**src/rtl/nn_inference_engine.sv**
```systemverilog
// nn_inference_engine
// Computes one dense-layer score per class over a 28x28 binary canvas
// without a multiplier. A set pixel adds its signed weight to the score and
// a clear pixel adds nothing. The block keeps the running maximum and holds
// the winning class until reset.
//
// Ports:
//   clk, reset      : clock, synchronous active-high reset
//   en              : clock enable; when low all state holds and rd_en is 0
//   start           : level request to begin, sampled only in IDLE
//   rd_en           : read strobe to the canvas RAM and the weight ROM
//   pixel_addr      : canvas address
//   pixel_data      : canvas bit, returned one cycle after the address
//   weight_addr     : class*N_PIXELS + pixel
//   weight_data     : signed weight, returned one cycle after the address
//   busy            : high in RUN/FLUSH/COMPARE
//   done            : high in DONE; only reset clears it
//   predicted_digit : argmax class
//   max_score       : winning score, signed
module nn_inference_engine #(
  parameter int N_PIXELS   = 784,
  parameter int N_CLASSES  = 10,
  parameter int W_WIDTH    = 8,
  parameter int ACC_WIDTH  = 18,
  parameter int PIX_ADDR_W = 10,
  parameter int W_ADDR_W   = 13
) (
  input  logic                        clk,
  input  logic                        reset,
  input  logic                        en,
  input  logic                        start,
  output logic                        rd_en,
  output logic [PIX_ADDR_W-1:0]       pixel_addr,
  input  logic                        pixel_data,
  output logic [W_ADDR_W-1:0]         weight_addr,
  input  logic signed [W_WIDTH-1:0]   weight_data,
  output logic                        busy,
  output logic                        done,
  output logic [3:0]                  predicted_digit,
  output logic signed [ACC_WIDTH-1:0] max_score
);

  typedef enum logic [2:0] {
    S_IDLE,
    S_RUN,
    S_FLUSH,
    S_COMPARE,
    S_DONE
  } state_t;

  state_t state, state_next;

  logic [3:0]                  class_idx;
  logic [PIX_ADDR_W-1:0]       pixel;
  logic [W_ADDR_W-1:0]         w_base;
  logic signed [ACC_WIDTH-1:0] acc;
  logic signed [ACC_WIDTH-1:0] acc_sum;
  logic signed [ACC_WIDTH-1:0] max_q;
  logic [3:0]                  argmax;
  logic                        last_pixel;
  logic                        last_class;
  logic                        take_max;

  // Sign-extend the weight. A clear pixel contributes zero, so no multiplier
  // is needed.
  always_comb begin
    acc_sum    = acc + (pixel_data ?
                 {{(ACC_WIDTH-W_WIDTH){weight_data[W_WIDTH-1]}}, weight_data} :
                 {ACC_WIDTH{1'b0}});
    last_pixel = (pixel == PIX_ADDR_W'(N_PIXELS-1));
    last_class = (class_idx == 4'(N_CLASSES-1));
    // The comparison is strict, so on a tie the lowest class index wins.
    take_max   = (class_idx == 4'd0) || (acc > max_q);
  end

  always_ff @(posedge clk) begin
    if (reset) begin
      state <= S_IDLE;
    end else if (en) begin
      state <= state_next;
    end
  end

  always_comb begin
    state_next = state;
    case (state)
      S_IDLE:    if (start) state_next = S_RUN;
      S_RUN:     if (last_pixel) state_next = S_FLUSH;
      S_FLUSH:   state_next = S_COMPARE;
      S_COMPARE: state_next = last_class ? S_DONE : S_RUN;
      S_DONE:    state_next = S_DONE;
      default:   state_next = S_IDLE;
    endcase
  end

  // Memory data lags the issued address by one cycle. Each RUN cycle with
  // pixel>0 folds in the previous pixel, and FLUSH folds in the last one.
  always_ff @(posedge clk) begin
    if (reset) begin
      class_idx <= '0;
      pixel     <= '0;
      w_base    <= '0;
      acc       <= '0;
      max_q     <= '0;
      argmax    <= '0;
    end else if (en) begin
      case (state)
        S_IDLE: begin
          if (start) begin
            class_idx <= '0;
            pixel     <= '0;
            w_base    <= '0;
            acc       <= '0;
          end
        end
        S_RUN: begin
          if (pixel != '0) acc <= acc_sum;
          if (!last_pixel) pixel <= pixel + PIX_ADDR_W'(1);
        end
        S_FLUSH: begin
          acc <= acc_sum;
        end
        S_COMPARE: begin
          if (take_max) begin
            max_q  <= acc;
            argmax <= class_idx;
          end
          if (!last_class) begin
            class_idx <= class_idx + 4'd1;
            pixel     <= '0;
            acc       <= '0;
            w_base    <= w_base + W_ADDR_W'(N_PIXELS);
          end
        end
        default: ;
      endcase
    end
  end

  always_comb begin
    rd_en           = en && (state == S_RUN);
    pixel_addr      = pixel;
    weight_addr     = w_base + W_ADDR_W'(pixel);
    busy            = (state == S_RUN) || (state == S_FLUSH) || (state == S_COMPARE);
    done            = (state == S_DONE);
    predicted_digit = argmax;
    max_score       = max_q;
  end

endmodule

```
**config.mk**
```make
export PLATFORM = sky130hd
export DESIGN_NAME = nn_inference_engine
export DESIGN_NICKNAME = d
export VERILOG_FILES = /design/src/rtl/nn_inference_engine.sv
export SDC_FILE = /design/constraint.sdc
export NUM_CORES = 1
export LEC_CHECK = 0
export BUFFER_PORTS_ARGS = -buffer_cell sky130_fd_sc_hd__buf_2
export CAP_MARGIN = 20
export CORE_AREA = 5 5 105 87
export CTS_BUF_LIST = sky130_fd_sc_hd__clkbuf_8
export CTS_CLUSTER_DIAMETER = 40
export CTS_CLUSTER_SIZE = 40
export DETAILED_ROUTE_END_ITERATION = 10
export DIE_AREA = 0 0 110 92
export HOLD_SLACK_MARGIN = 0.12
export PLACE_DENSITY = 0.76
export SETUP_SLACK_MARGIN = 0.05
export SYNTH_ARGS = -nofsm -noshare
export SYNTH_HDL_FRONTEND = slang
export SYNTH_SLANG_ARGS = --single-unit
```
**constraint.sdc**
```tcl
create_clock -name clk -period 4 [get_ports clk]
set_clock_uncertainty 0.2 [all_clocks]
set_input_delay 0.4 -clock clk [delete_from_list [all_inputs] [get_ports clk]]
set_output_delay 0.4 -clock clk [all_outputs]
set_load 0.02 [all_outputs]
```
==> results of run 1 <==
worst max-delay path by stage:
| stage | startpoint | endpoint | slack (ns) | cells past startpoint |
|---|---|---|---|---|
| after floorplan | pixel_addr[5] | weight_addr[12] | 1.32 | 8 |
| final | pixel_addr[5] | weight_addr[11] | 0.90 | 9 |
| after CTS | pixel_addr[5] | weight_addr[11] | 0.87 | 9 |
| after global placement | pixel_data | acc[16] | 1.04 | 11 |
| after detailed placement | pixel_data | acc[16] | 1.0 | 11 |
| after global routing | pixel_addr[5] | weight_addr[11] | 0.62 | 9 |
sequential cells by signal, indices dropped and copies added (netlist names):
signal,cells
predicted_digit,4
max_score,18
pixel_addr,10
class_idx,4
w_base,9
acc,18
state,3
power groups by stage:
stage | registers, mW | logic (mW) | clock network, mW
floorplan | 0.685 | 0.0987 | 0
global placement | 0.687 | 0.127 | 0
detailed placement | 0.688 | 0.129 | 0
CTS | 0.672 | 0.130 | 0.520
global route | 0.673 | 0.146 | 0.552
finish | 0.672 | 0.130 | 0.512
cell usage in the layout, fill, tap and decap left out, types with 4 or more instances in the layout:
cell and instances:
sky130_fd_sc_hd__o21ai_0 20, sky130_fd_sc_hd__mux2i_1 22, sky130_fd_sc_hd__a31oi_1 4, sky130_fd_sc_hd__clkbuf_8 10
sky130_fd_sc_hd__and3_1 8, sky130_fd_sc_hd__nand3_1 18, sky130_fd_sc_hd__xnor2_1 14, sky130_fd_sc_hd__a21oi_1 40
sky130_fd_sc_hd__nand2b_1 5, sky130_fd_sc_hd__a211oi_1 5, sky130_fd_sc_hd__nor2_1 67, sky130_fd_sc_hd__nor3_1 6
sky130_fd_sc_hd__a21o_1 8, sky130_fd_sc_hd__xor2_1 23, sky130_fd_sc_hd__or3_1 5, sky130_fd_sc_hd__nor2b_1 9
sky130_fd_sc_hd__and2_1 8, sky130_fd_sc_hd__nand2_1 36, sky130_fd_sc_hd__ha_1 47, sky130_fd_sc_hd__inv_1 30
sky130_fd_sc_hd__buf_2 60, sky130_fd_sc_hd__dfxtp_1 66, sky130_fd_sc_hd__nand4_1 13, sky130_fd_sc_hd__a22oi_1 4
synthesized netlist by cell type, types with 4 or more instances:
| cell type | instances | area (um2) |
|---|---|---|
| sky130_fd_sc_hd__a211oi_1 | 5 | 37.54 |
| sky130_fd_sc_hd__a21o_1 | 8 | 60.06 |
| sky130_fd_sc_hd__a21oi_1 | 40 | 200.2 |
| sky130_fd_sc_hd__a22oi_1 | 4 | 30.03 |
| sky130_fd_sc_hd__a31oi_1 | 4 | 25.02 |
| sky130_fd_sc_hd__and2_1 | 8 | 50.05 |
| sky130_fd_sc_hd__and3_1 | 8 | 50.05 |
| sky130_fd_sc_hd__buf_4 | 4 | 30.03 |
| sky130_fd_sc_hd__clkbuf_1 | 16 | 60.06 |
| sky130_fd_sc_hd__dfxtp_1 | 66 | 1321 |
| sky130_fd_sc_hd__ha_1 | 47 | 588.1 |
| sky130_fd_sc_hd__inv_1 | 30 | 112.6 |
| sky130_fd_sc_hd__mux2i_1 | 22 | 220.2 |
| sky130_fd_sc_hd__nand2_1 | 36 | 135.1 |
| sky130_fd_sc_hd__nand2b_1 | 5 | 31.28 |
| sky130_fd_sc_hd__nand3_1 | 18 | 90.09 |
| sky130_fd_sc_hd__nand4_1 | 13 | 81.33 |
| sky130_fd_sc_hd__nor2_1 | 67 | 251.5 |
| sky130_fd_sc_hd__nor2b_1 | 9 | 56.30 |
| sky130_fd_sc_hd__nor3_1 | 6 | 30.03 |
| sky130_fd_sc_hd__o21ai_0 | 20 | 100.1 |
| sky130_fd_sc_hd__or3_1 | 5 | 31.28 |
| sky130_fd_sc_hd__xnor2_1 | 14 | 122.6 |
| sky130_fd_sc_hd__xor2_1 | 23 | 201.4 |
per-stage QoR:
stage	cell area, um2	cells
2_1_floorplan	4263	519
3_3_place_gp	4621	668
3_5_place_dp	4621	668
4_1_cts	4800	684
5_1_grt	4800	684
6_report	4800	684
critical path, cell delays in order (launching register included):
cell and delay (ns):
sky130_fd_sc_hd__dfxtp_1 0.42, sky130_fd_sc_hd__ha_1 0.29, sky130_fd_sc_hd__a21oi_1 0.24, sky130_fd_sc_hd__o21bai_1 0.12, sky130_fd_sc_hd__a21oi_1 0.23, sky130_fd_sc_hd__o21bai_1 0.13
sky130_fd_sc_hd__a21oi_1 0.29, sky130_fd_sc_hd__nand2b_1 0.16, sky130_fd_sc_hd__xnor2_1 0.10, sky130_fd_sc_hd__buf_2 0.18
kinds of logic after synthesis:
group / after synthesis
AOI/OAI and AO/OA: 103
xor gates and xnor gates: 37
adders and majority gates: 48
buffers and inverters: 52
DFF: 66
muxes: 22
and+or+nand+nor: 191
area by class of cell:
class | instances | area (um2) | share of cell area, %
Sequential cell | 66 | 1321 | 27.53
Multi-Input combinational cell | 401 | 2729 | 56.86
Inverter | 30 | 112.6 | 2.346
Tap cell | 108 | 135.1 | 2.815
Clock buffer | 10 | 137.6 | 2.868
Clock inverter | 6 | 41.29 | 0.8603
Timing Repair Buffer | 63 | 322.8 | 6.726
routing by layer:
layer	vias up	track usage, %	routed length (um)
met1	1767	27.70	4730
met2	101	31.26	4358
met4	0	5.192	139
met3	12	5.056	544
li1	1929	-	-
met5	-	0	0
==> flow_metrics.py, run 1 <==
metrics = {
    "status": {
        "status": "finished, final reports clean",
    },
    "logic_synthesis": {
        "yosysWarnings": 0,
        "synth_fa_ha_area_share_pct": 14.26,
        "synthesis.instances": 519,
        "synth_ff_type": "sky130_fd_sc_hd__dfxtp_1",
        "synth_simple_gate_area_share_pct": 22.13,
        "synth_seq_cells": 66,
        "combinational_family_with_the_most_area_after_synthesis": "simple AND/OR/NAND/NOR gates",
        "syn-cell-area_um2": 4263,
        "synth-seq-area-share_pct": 31.00,
        "synth_compound_area_share_pct": 14.85,
        "fraction_of_registers_with_async_set_reset_pct": 0,
        "synth-edff-count": 0,
        "synthXorXnorAreaFrac_pct": 7.602,
        "netlist-cell-type-count": 53,
        "syn-mean-instance-area_um2": 8.214,
        "synth_mux_area_share_pct": 5.166,
        "synth.net_count": 580,
    },
    "die": {
        "pin_count": 61,
        "die_area_um2": 10120,
        "floorplan.die.height_um": 92,
        "floorplan.die.width_um": 110,
        "core_area_um2": 7874,
        "initial_core_utilization_pct": 54.14,
        "std_cell_rows": 29,
    },
    "global_routing": {
        "grt-ovfl-total": 0,
        "grt_pass1_vias": 3438,
        "grt_max_degree": 44,
        "grt_antenna_before_repair": 0,
        "global_route.usage.total_pct": 20.10,
        "grt_pass1_wl_um": 16490,
    },
    "route": {
        "wire_per_inst_um": 14.29,
        "first_iter_violations": 209,
        "first_pass_iters": 5,
        "post-route-drc-count": 0,
        "postRouteAntennaNets": 0,
        "dr_total_vias": 3809,
        "wirelength_routed_um": 9772,
        "via_per_inst": 5.569,
    },
    "layout": {
        "layout-drive-gt1-share_pct": 14.41,
        "filler_cell_count": 724,
        "ant_diodes": 0,
        "finish.utilization_pct": 60.96,
        "design.final.nets": 632,
        "syn2layout_area_growth_pct": 12.59,
    },
    "placement": {
        "routabilityCongestion": 0.9342,
        "pre_cts_slack_ns": 0.9976,
        "buffer_ports.inserted": 60,
        "hpwl_um": 7402,
    },
    "critical_path": {
        "cp-start-kind": "flip-flop",
        "r2r_end": "acc[17]",
        "critPathArrivalTime_ns": 2.50,
        "worst-path-max-fanout": 5,
        "r2r_cells": 6,
        "r2r_slack_ns": 1.04,
        "crit_type": "reg -> out",
        "worst_setup_path_end_kind": "output pin",
        "r2r-start": "state[2]",
        "cp.required_ns": 3.40,
    },
    "power_and_ir_drop": {
        "power.share.sequential_pct": 51.1,
        "netSwitchingPower_uw": 363.9,
        "power_frac_comb_pct": 9.9,
        "power.total_mw": 1.314,
        "power_density_nw_per_um2": 273.8,
        "p_int_uw": 950.4,
        "power.static_leakage_nw": 2.312,
        "switching_share_pct": 27.69,
        "max-vdd-ir-drop_v": 0.0001561,
        "clockPowerShare_pct": 39.0,
    },
    "timing": {
        "finalSetupTns_ns": 0,
        "minimum_clock_period_after_layout_ns": 3.097,
        "finalCritPeriodShare_pct": 77.44,
        "max_freq_mhz": 322.9,
        "worst_pin_slew_ns": 0.8344,
        "final-hold-violation-count": 0,
        "unrepaired_setup_endpoints_after_global_routing": "false",
        "final.hold.worst_slack_ns": 0.2212,
        "timing.final.setup_violations": 0,
        "slew-limit-headroom_pct": 44.37,
        "final.setup.worst_slack_ns": 0.9026,
        "slew_violations": 0,
    },
    "clocking": {
        "clkTransAtPathRegs_ns": 0.07,
        "cts_bufs_inserted": 9,
        "worstSkewPairLatency_ns": 0.35,
        "postCtsSetupBuffers": 0,
        "clk_path_buf_depth": 2,
        "postCtsResizedCells": 0,
        "cts_hold_buf": 0,
        "cts_num_sinks": 66,
        "cts-htree-levels": 3,
        "clockRootBuffer": "sky130_fd_sc_hd__clkbuf_8",
        "cts_tree": "done",
    },
    "hold_path": {
        "hold_path.startpoint": "en",
        "holdCritPathClass": "in -> reg",
        "hold-path-cell-count": 3,
        "hold_path_end": "state[1]",
    },
    "job": {
        "maxCapViolCount": 0,
    },
}
No activity file was read; power rests on OpenSTA's default activity.
==> run 2, diff against run 1 <==
- ABC_AREA: not set -> 1
- CORE_AREA: 5 5 105 87 -> 5 5 110 91
- DIE_AREA: 0 0 110 92 -> 0 0 115 96
- PLACE_DENSITY: 0.76 -> 0.75
- clock period: 4 -> 2.9 ns (I/O delays scaled with it)
==> flow_metrics.py, run 2 <==
metrics = {
    "status": {
        "status": "finished, final reports clean",
    },
    "critical_path": {
        "r2r_cells": 10,
        "cp.required_ns": 2.41,
        "worst_setup_path_end_kind": "output pin",
        "r2r_end": "max_score[17]",
        "crit_type": "reg -> out",
        "cp-start-kind": "flip-flop",
        "r2r_slack_ns": 0.36,
        "worst-path-max-fanout": 5,
        "r2r-start": "max_score[9]",
        "critPathArrivalTime_ns": 2.19,
    },
    "global_routing": {
        "global_route.usage.total_pct": 22.18,
        "grt_max_degree": 45,
        "grt_pass1_wl_um": 19870,
        "grt_antenna_before_repair": 0,
        "grt-ovfl-total": 0,
        "grt_pass1_vias": 4224,
    },
    "power_and_ir_drop": {
        "power.total_mw": 2.308,
        "p_int_mw": 1.575,
        "netSwitchingPower_uw": 733.0,
        "power_frac_comb_pct": 23.0,
        "switching_share_pct": 31.77,
        "clockPowerShare_pct": 34.6,
        "power.static_leakage_nw": 2.618,
        "power.share.sequential_pct": 42.4,
        "max-vdd-ir-drop_v": 0.0003216,
        "power_density_nw_per_um2": 431.2,
    },
    "logic_synthesis": {
        "synthesis.instances": 714,
        "synth-edff-count": 0,
        "synth.top_cells.by_count": "sky130_fd_sc_hd__nand2_1, sky130_fd_sc_hd__inv_1, sky130_fd_sc_hd__a21oi_1",
        "yosys-top-cells-area": "sky130_fd_sc_hd__dfxtp_1, sky130_fd_sc_hd__nand2_1, sky130_fd_sc_hd__ha_1",
        "synth-seq-area-share_pct": 28.14,
        "yosysWarnings": 0,
        "fraction_of_registers_with_async_set_reset_pct": 0,
        "syn-cell-area_um2": 4696,
        "netlist-cell-type-count": 38,
        "synth_ff_type": "sky130_fd_sc_hd__dfxtp_1",
        "syn-mean-instance-area_um2": 6.577,
        "synthMostInstantiatedCell": "sky130_fd_sc_hd__nand2_1",
        "synth_largest_type_area_fraction_pct": 28.14,
        "synth_seq_cells": 66,
        "synth.net_count": 775,
        "synth.largest_area_cell": "sky130_fd_sc_hd__dfxtp_1",
    },
    "clocking": {
        "clockRootBuffer": "sky130_fd_sc_hd__clkbuf_8",
        "worstSkewPairLatency_ns": 0.35,
        "cts-htree-levels": 3,
        "cts_num_sinks": 66,
        "clk_path_buf_depth": 2,
        "cts_tree": "done",
        "clkTransAtPathRegs_ns": 0.07,
        "cts_hold_buf": 0,
        "cts_bufs_inserted": 9,
    },
    "die": {
        "floorplan.die.width_um": 115,
        "floorplan.die.height_um": 96,
        "die_area_um2": 11040,
        "pin_count": 61,
        "core_area_um2": 8843,
        "std_cell_rows": 31,
        "initial_core_utilization_pct": 53.10,
    },
    "route": {
        "first_iter_violations": 302,
        "post-route-drc-count": 0,
        "postRouteAntennaNets": 0,
        "via_per_inst": 5.289,
        "first_pass_iters": 5,
        "wire_per_inst_um": 13.31,
        "wirelength_routed_um": 11870,
        "dr_total_vias": 4718,
    },
    "timing": {
        "finalSetupTns_ns": 0,
        "unrepaired_setup_endpoints_after_global_routing": "false",
        "minimum_clock_period_after_layout_ns": 2.681,
        "timing.final.setup_violations": 0,
        "final-hold-violation-count": 0,
        "slew_violations": 0,
        "final.hold.worst_slack_ns": 0.1944,
        "worst_pin_slew_ns": 0.4833,
        "finalCritPeriodShare_pct": 92.45,
        "max_freq_mhz": 373.0,
        "slew-limit-headroom_pct": 67.48,
    },
    "hold_path": {
        "hold_path_end": "max_score[16]",
        "hold-path-cell-count": 4,
        "hold_path.startpoint": "reset",
        "holdCritPathClass": "in -> reg",
    },
    "layout": {
        "ant_diodes": 0,
        "syn2layout_area_growth_pct": 13.96,
        "layout-drive-gt1-share_pct": 14.16,
        "seqCellArea_um2": 1324,
        "final_cell_mix": "sky130_fd_sc_hd__nand2_1, sky130_fd_sc_hd__inv_1, sky130_fd_sc_hd__a21oi_1",
        "multiInputGateArea_um2": 2933,
        "design.final.nets": 834,
        "mostFrequentLayoutCell": "sky130_fd_sc_hd__nand2_1",
        "filler_cell_count": 837,
    },
    "placement": {
        "buffer_ports.inserted": 60,
        "hpwl_um": 9150,
        "routabilityCongestion": 0.9167,
    },
    "job": {
        "maxCapViolCount": 0,
    },
}
==> run 2: layout make-up <==
type	count	share of cell area, %
multi-input combinational	528	54.80
clock inverter	3	0.7248
sequential	66	24.74
clock buffer	12	3.086
timing repair buffer	71	7.155
tap	115	2.689
inverter	97	6.804
==> run 2: logic make-up after synthesis <==
kind of cell | count (synthesis) | synth area share, %
buf+inv | 120 | 9.965
compound gates | 117 | 13.19
simple gates | 351 | 33.52
fa+ha+maj | 48 | 12.95
xor+xnor | 12 | 2.238
flops | 66 | 28.14
==> run 2: timing repair <==
action | CTS | global route
setup buffers | 0 | 1
endpoints found under the setup margin | 3 | 3
resized for setup | 2 | 4
pin swaps | 1 | 2
==> run 2: stage by stage <==
stage / area [um2] / instances / setup slack, ns / util [%]
after global placement: 5114 / 876 / 0.3212 / 57.82
after global routing: 5351 / 892 / 0.05753 / 60.51
after floorplan: 4696 / 714 / 0.4018 / -
after detailed placement: 5114 / 876 / 0.2658 / 57.82
final: 5351 / 892 / 0.2189 / 60.51
after CTS: 5325 / 891 / 0.08838 / 60.22
==> run 2: worst max path at each step <==
stage                       start              end
CTS                 pixel_addr[5]  weight_addr[12]
detailed placement     pixel_data          acc[13]
floorplan           pixel_addr[5]  weight_addr[10]
global route        pixel_addr[5]  weight_addr[12]
finish              pixel_addr[5]  weight_addr[12]
global placement       pixel_data          acc[13]
==> run 2: power by group through the flow <==
stage	clock network, mW	registers (mW)	logic [mW]
floorplan	0	1.00	0.385
global placement	0	0.995	0.513
detailed placement	0	0.998	0.525
CTS	0.818	0.977	0.528
global route	0.860	0.982	0.596
finish	0.799	0.978	0.531
==> run 2: critical path: stages (launching register included) <==
cell	delay, ns
sky130_fd_sc_hd__dfxtp_2	0.39
sky130_fd_sc_hd__ha_4	0.22
sky130_fd_sc_hd__a21o_1	0.19
sky130_fd_sc_hd__nand2_1	0.06
sky130_fd_sc_hd__nand2_1	0.08
sky130_fd_sc_hd__a21oi_2	0.20
sky130_fd_sc_hd__o21bai_2	0.10
sky130_fd_sc_hd__a21oi_2	0.22
sky130_fd_sc_hd__inv_1	0.09
sky130_fd_sc_hd__nand3b_1	0.08
sky130_fd_sc_hd__nand2_1	0.05
sky130_fd_sc_hd__buf_2	0.15
==> run 2: routing by layer <==
layer	track usage, %	vias up	part of all wire [%]
met4	4.888	0	1.2
met2	34.44	144	42
met5	0	-	0
met3	4.274	13	6.5
met1	31.89	2101	50
li1	-	2460	-
==> run 3, diff against run 2 <==
- ABC_AREA: 1 -> not set
- CORE_AREA: 5 5 110 91 -> 5 5 106 88
- DIE_AREA: 0 0 115 96 -> 0 0 111 93
- PLACE_DENSITY: 0.75 -> 0.77
- clock period: 2.9 -> 2.2 ns (I/O delays scaled with it)
==> flow_metrics.py, run 3 (synthesized netlist as in run 1, its figures left out) <==
metrics = {
    "route": {
        "m1WireLength_um": 7083,
        "wirelength_routed_um": 19400,
        "post-route-drc-count": 0,
        "top_signal_layer_used": "met4",
        "via_per_inst": 6.378,
        "wire_per_inst_um": 23.12,
        "postRouteAntennaNets": 0,
        "dr_total_vias": 5351,
        "first_pass_iters": 6,
        "detailroute.wirelength.met2_um": 8917,
        "met3RoutedLength_um": 1918,
        "first_iter_violations": 653,
    },
    "power_and_ir_drop": {
        "power_density_nw_per_um2": 400.5,
        "power.static_leakage_nw": 3.269,
        "max-vdd-ir-drop_v": 0.0003613,
    },
    "layout": {
        "mostFrequentLayoutCell": "sky130_fd_sc_hd__buf_4",
        "filler_cell_count": 357,
        "final_cell_mix": "sky130_fd_sc_hd__buf_4, sky130_fd_sc_hd__nor2_1, sky130_fd_sc_hd__buf_2",
        "syn2layout_area_growth_pct": 66.80,
        "design.final.nets": 783,
        "layout-drive-gt1-share_pct": 52.54,
        "ant_diodes": 0,
    },
    "critical_path": {
        "r2r-start": "max_score[10]",
        "worst_setup_path_end_kind": "flip-flop",
        "cp-start-kind": "flip-flop",
        "worst-path-max-fanout": 7,
        "crit_type": "reg -> reg",
        "timing.critical_path.to": "max_score[1]",
        "r2r_end": "max_score[1]",
        "critical_path.cell_chain": "inv_1 > ha_1 > nand4_1 > nor4_2 > a31oi_1 > a31o_2 > a21oi_4 > buf_4 > buf_8 > mux2i_2 > nor2_1",
        "r2r_cells": 11,
        "crit_path_max_incr_delay_ns": 0.36,
        "cp.required_ns": 2.26,
        "critPathArrivalTime_ns": 2.95,
        "crit_slowest_cell": "sky130_fd_sc_hd__dfxtp_4",
        "crit_start": "max_score[10]",
        "r2r_slack_ns": -0.68,
    },
    "die": {
        "die_area_um2": 10320,
        "pin_count": 61,
        "std_cell_rows": 30,
        "core_area_um2": 8220,
        "floorplan.die.width_um": 111,
        "floorplan.die.height_um": 93,
        "initial_core_utilization_pct": 51.86,
    },
    "global_routing": {
        "global_route.usage.total_pct": 29.91,
        "grt_pass1_wl_um": 25030,
        "grt_max_degree": 18,
        "grt-ovfl-total": 0,
        "grt_antenna_before_repair": 0,
        "grt_pass1_vias": 5035,
    },
    "status": {
        "status": "complete, but fails checks",
        "failed_checks": "setup timing",
    },
    "hold_path": {
        "holdCritPathClass": "in -> reg",
    },
    "clocking": {
        "clkTransAtPathRegs_ns": 0.08,
        "cts_tree": "done",
        "worstSkewPairLatency_ns": 0.37,
        "cts_num_sinks": 66,
        "cts_bufs_inserted": 9,
        "clk_path_buf_depth": 2,
        "clockRootBuffer": "sky130_fd_sc_hd__clkbuf_8",
        "cts-htree-levels": 3,
    },
    "timing": {
        "slew-limit-headroom_pct": 69.58,
        "final.setup.worst_slack_ns": -0.6846,
        "minimum_clock_period_after_layout_ns": 2.885,
        "worst_pin_slew_ns": 0.4554,
        "unrepaired_setup_endpoints_after_global_routing": "true",
        "final.hold.worst_slack_ns": 0.2119,
        "slew_violations": 0,
        "finalCritPeriodShare_pct": 131.1,
        "timing.final.setup_violations": 39,
        "final-hold-violation-count": 0,
        "max_freq_mhz": 346.7,
    },
    "placement": {
        "pre_cts_slack_ns": -0.3763,
        "routabilityCongestion": 0.9683,
        "buffer_ports.inserted": 60,
        "hpwl_um": 9760,
    },
    "job": {
        "maxCapViolCount": 0,
    },
}
run 3: routing by layer:
metal,global-route usage (%),vias to the layer above
li1,-,2232
met1,34.94,2503
met2,51.87,446
met3,6.598,170
met4,15.28,0
met5,0,-
run 3: report_power, final:
part / leakage (nW) / internal [mW] / switching, mW / total (mW)
Clock: 0.107 / 0.638 / 0.543 / 1.18
Combinational: 2.61 / 0.212 / 0.259 / 0.472
Sequential: 0.556 / 1.18 / 0.0149 / 1.20
run 3: layout make-up:
cell class / count / area [um2] / share of cell area (%)
clock inverters: 7 / 96.34 / 1.355
inverters: 30 / 115.1 / 1.619
flip-flops and latches: 66 / 1416 / 19.92
clock buffers: 9 / 123.9 / 1.742
repair buffers: 214 / 1589 / 22.35
well taps: 112 / 140.1 / 1.971
multi-input cells: 401 / 3630 / 51.05
run 3: critical path: cells and delay by family, from the launching register on:
kind | cells | cell delay (ns)
and+or+nand+nor | 3 | 0.60
AOI/OAI and AO/OA | 3 | 0.64
DFF | 1 | 0.36
adders and majority gates | 1 | 0.36
muxes | 1 | 0.25
buffers and inverters | 3 | 0.37
run 3: repair_timing:
action,4_1_cts,5_1_grt
endpoints found under the hold margin,12,0
resized for setup,79,73
pin swaps,68,57
endpoints found under the setup margin,49,71
setup buffers,15,20
hold buffers,2,0
cloned,1,0
run 3: how the worst min path moves through the flow:
stage	slack (ns)	cells after the start	end	startpoint
after floorplan	0.18	2	state[1]	en
after global placement	0.27	2	predicted_digit[3]	predicted_digit[3]
after detailed placement	0.28	2	predicted_digit[3]	predicted_digit[3]
after CTS	0.22	5	acc[0]	weight_data[0]
after global routing	0.21	5	acc[0]	weight_data[0]
final	0.21	5	acc[0]	weight_data[0]
run 3: metrics by stage:
step / area, um2 / setup TNS [ns] / std cells / util, % / power [mW]
after floorplan: 4684 / -4.286 / 519 / - / 1.431
after global placement: 5962 / -9.447 / 790 / 72.53 / 1.560
after detailed placement: 5962 / -11.29 / 790 / 72.53 / 1.573
after CTS: 6635 / -7.325 / 822 / 80.72 / 2.735
after global routing: 7111 / -18.29 / 839 / 86.50 / 2.919
final: 7111 / -17.18 / 839 / 86.50 / 2.848
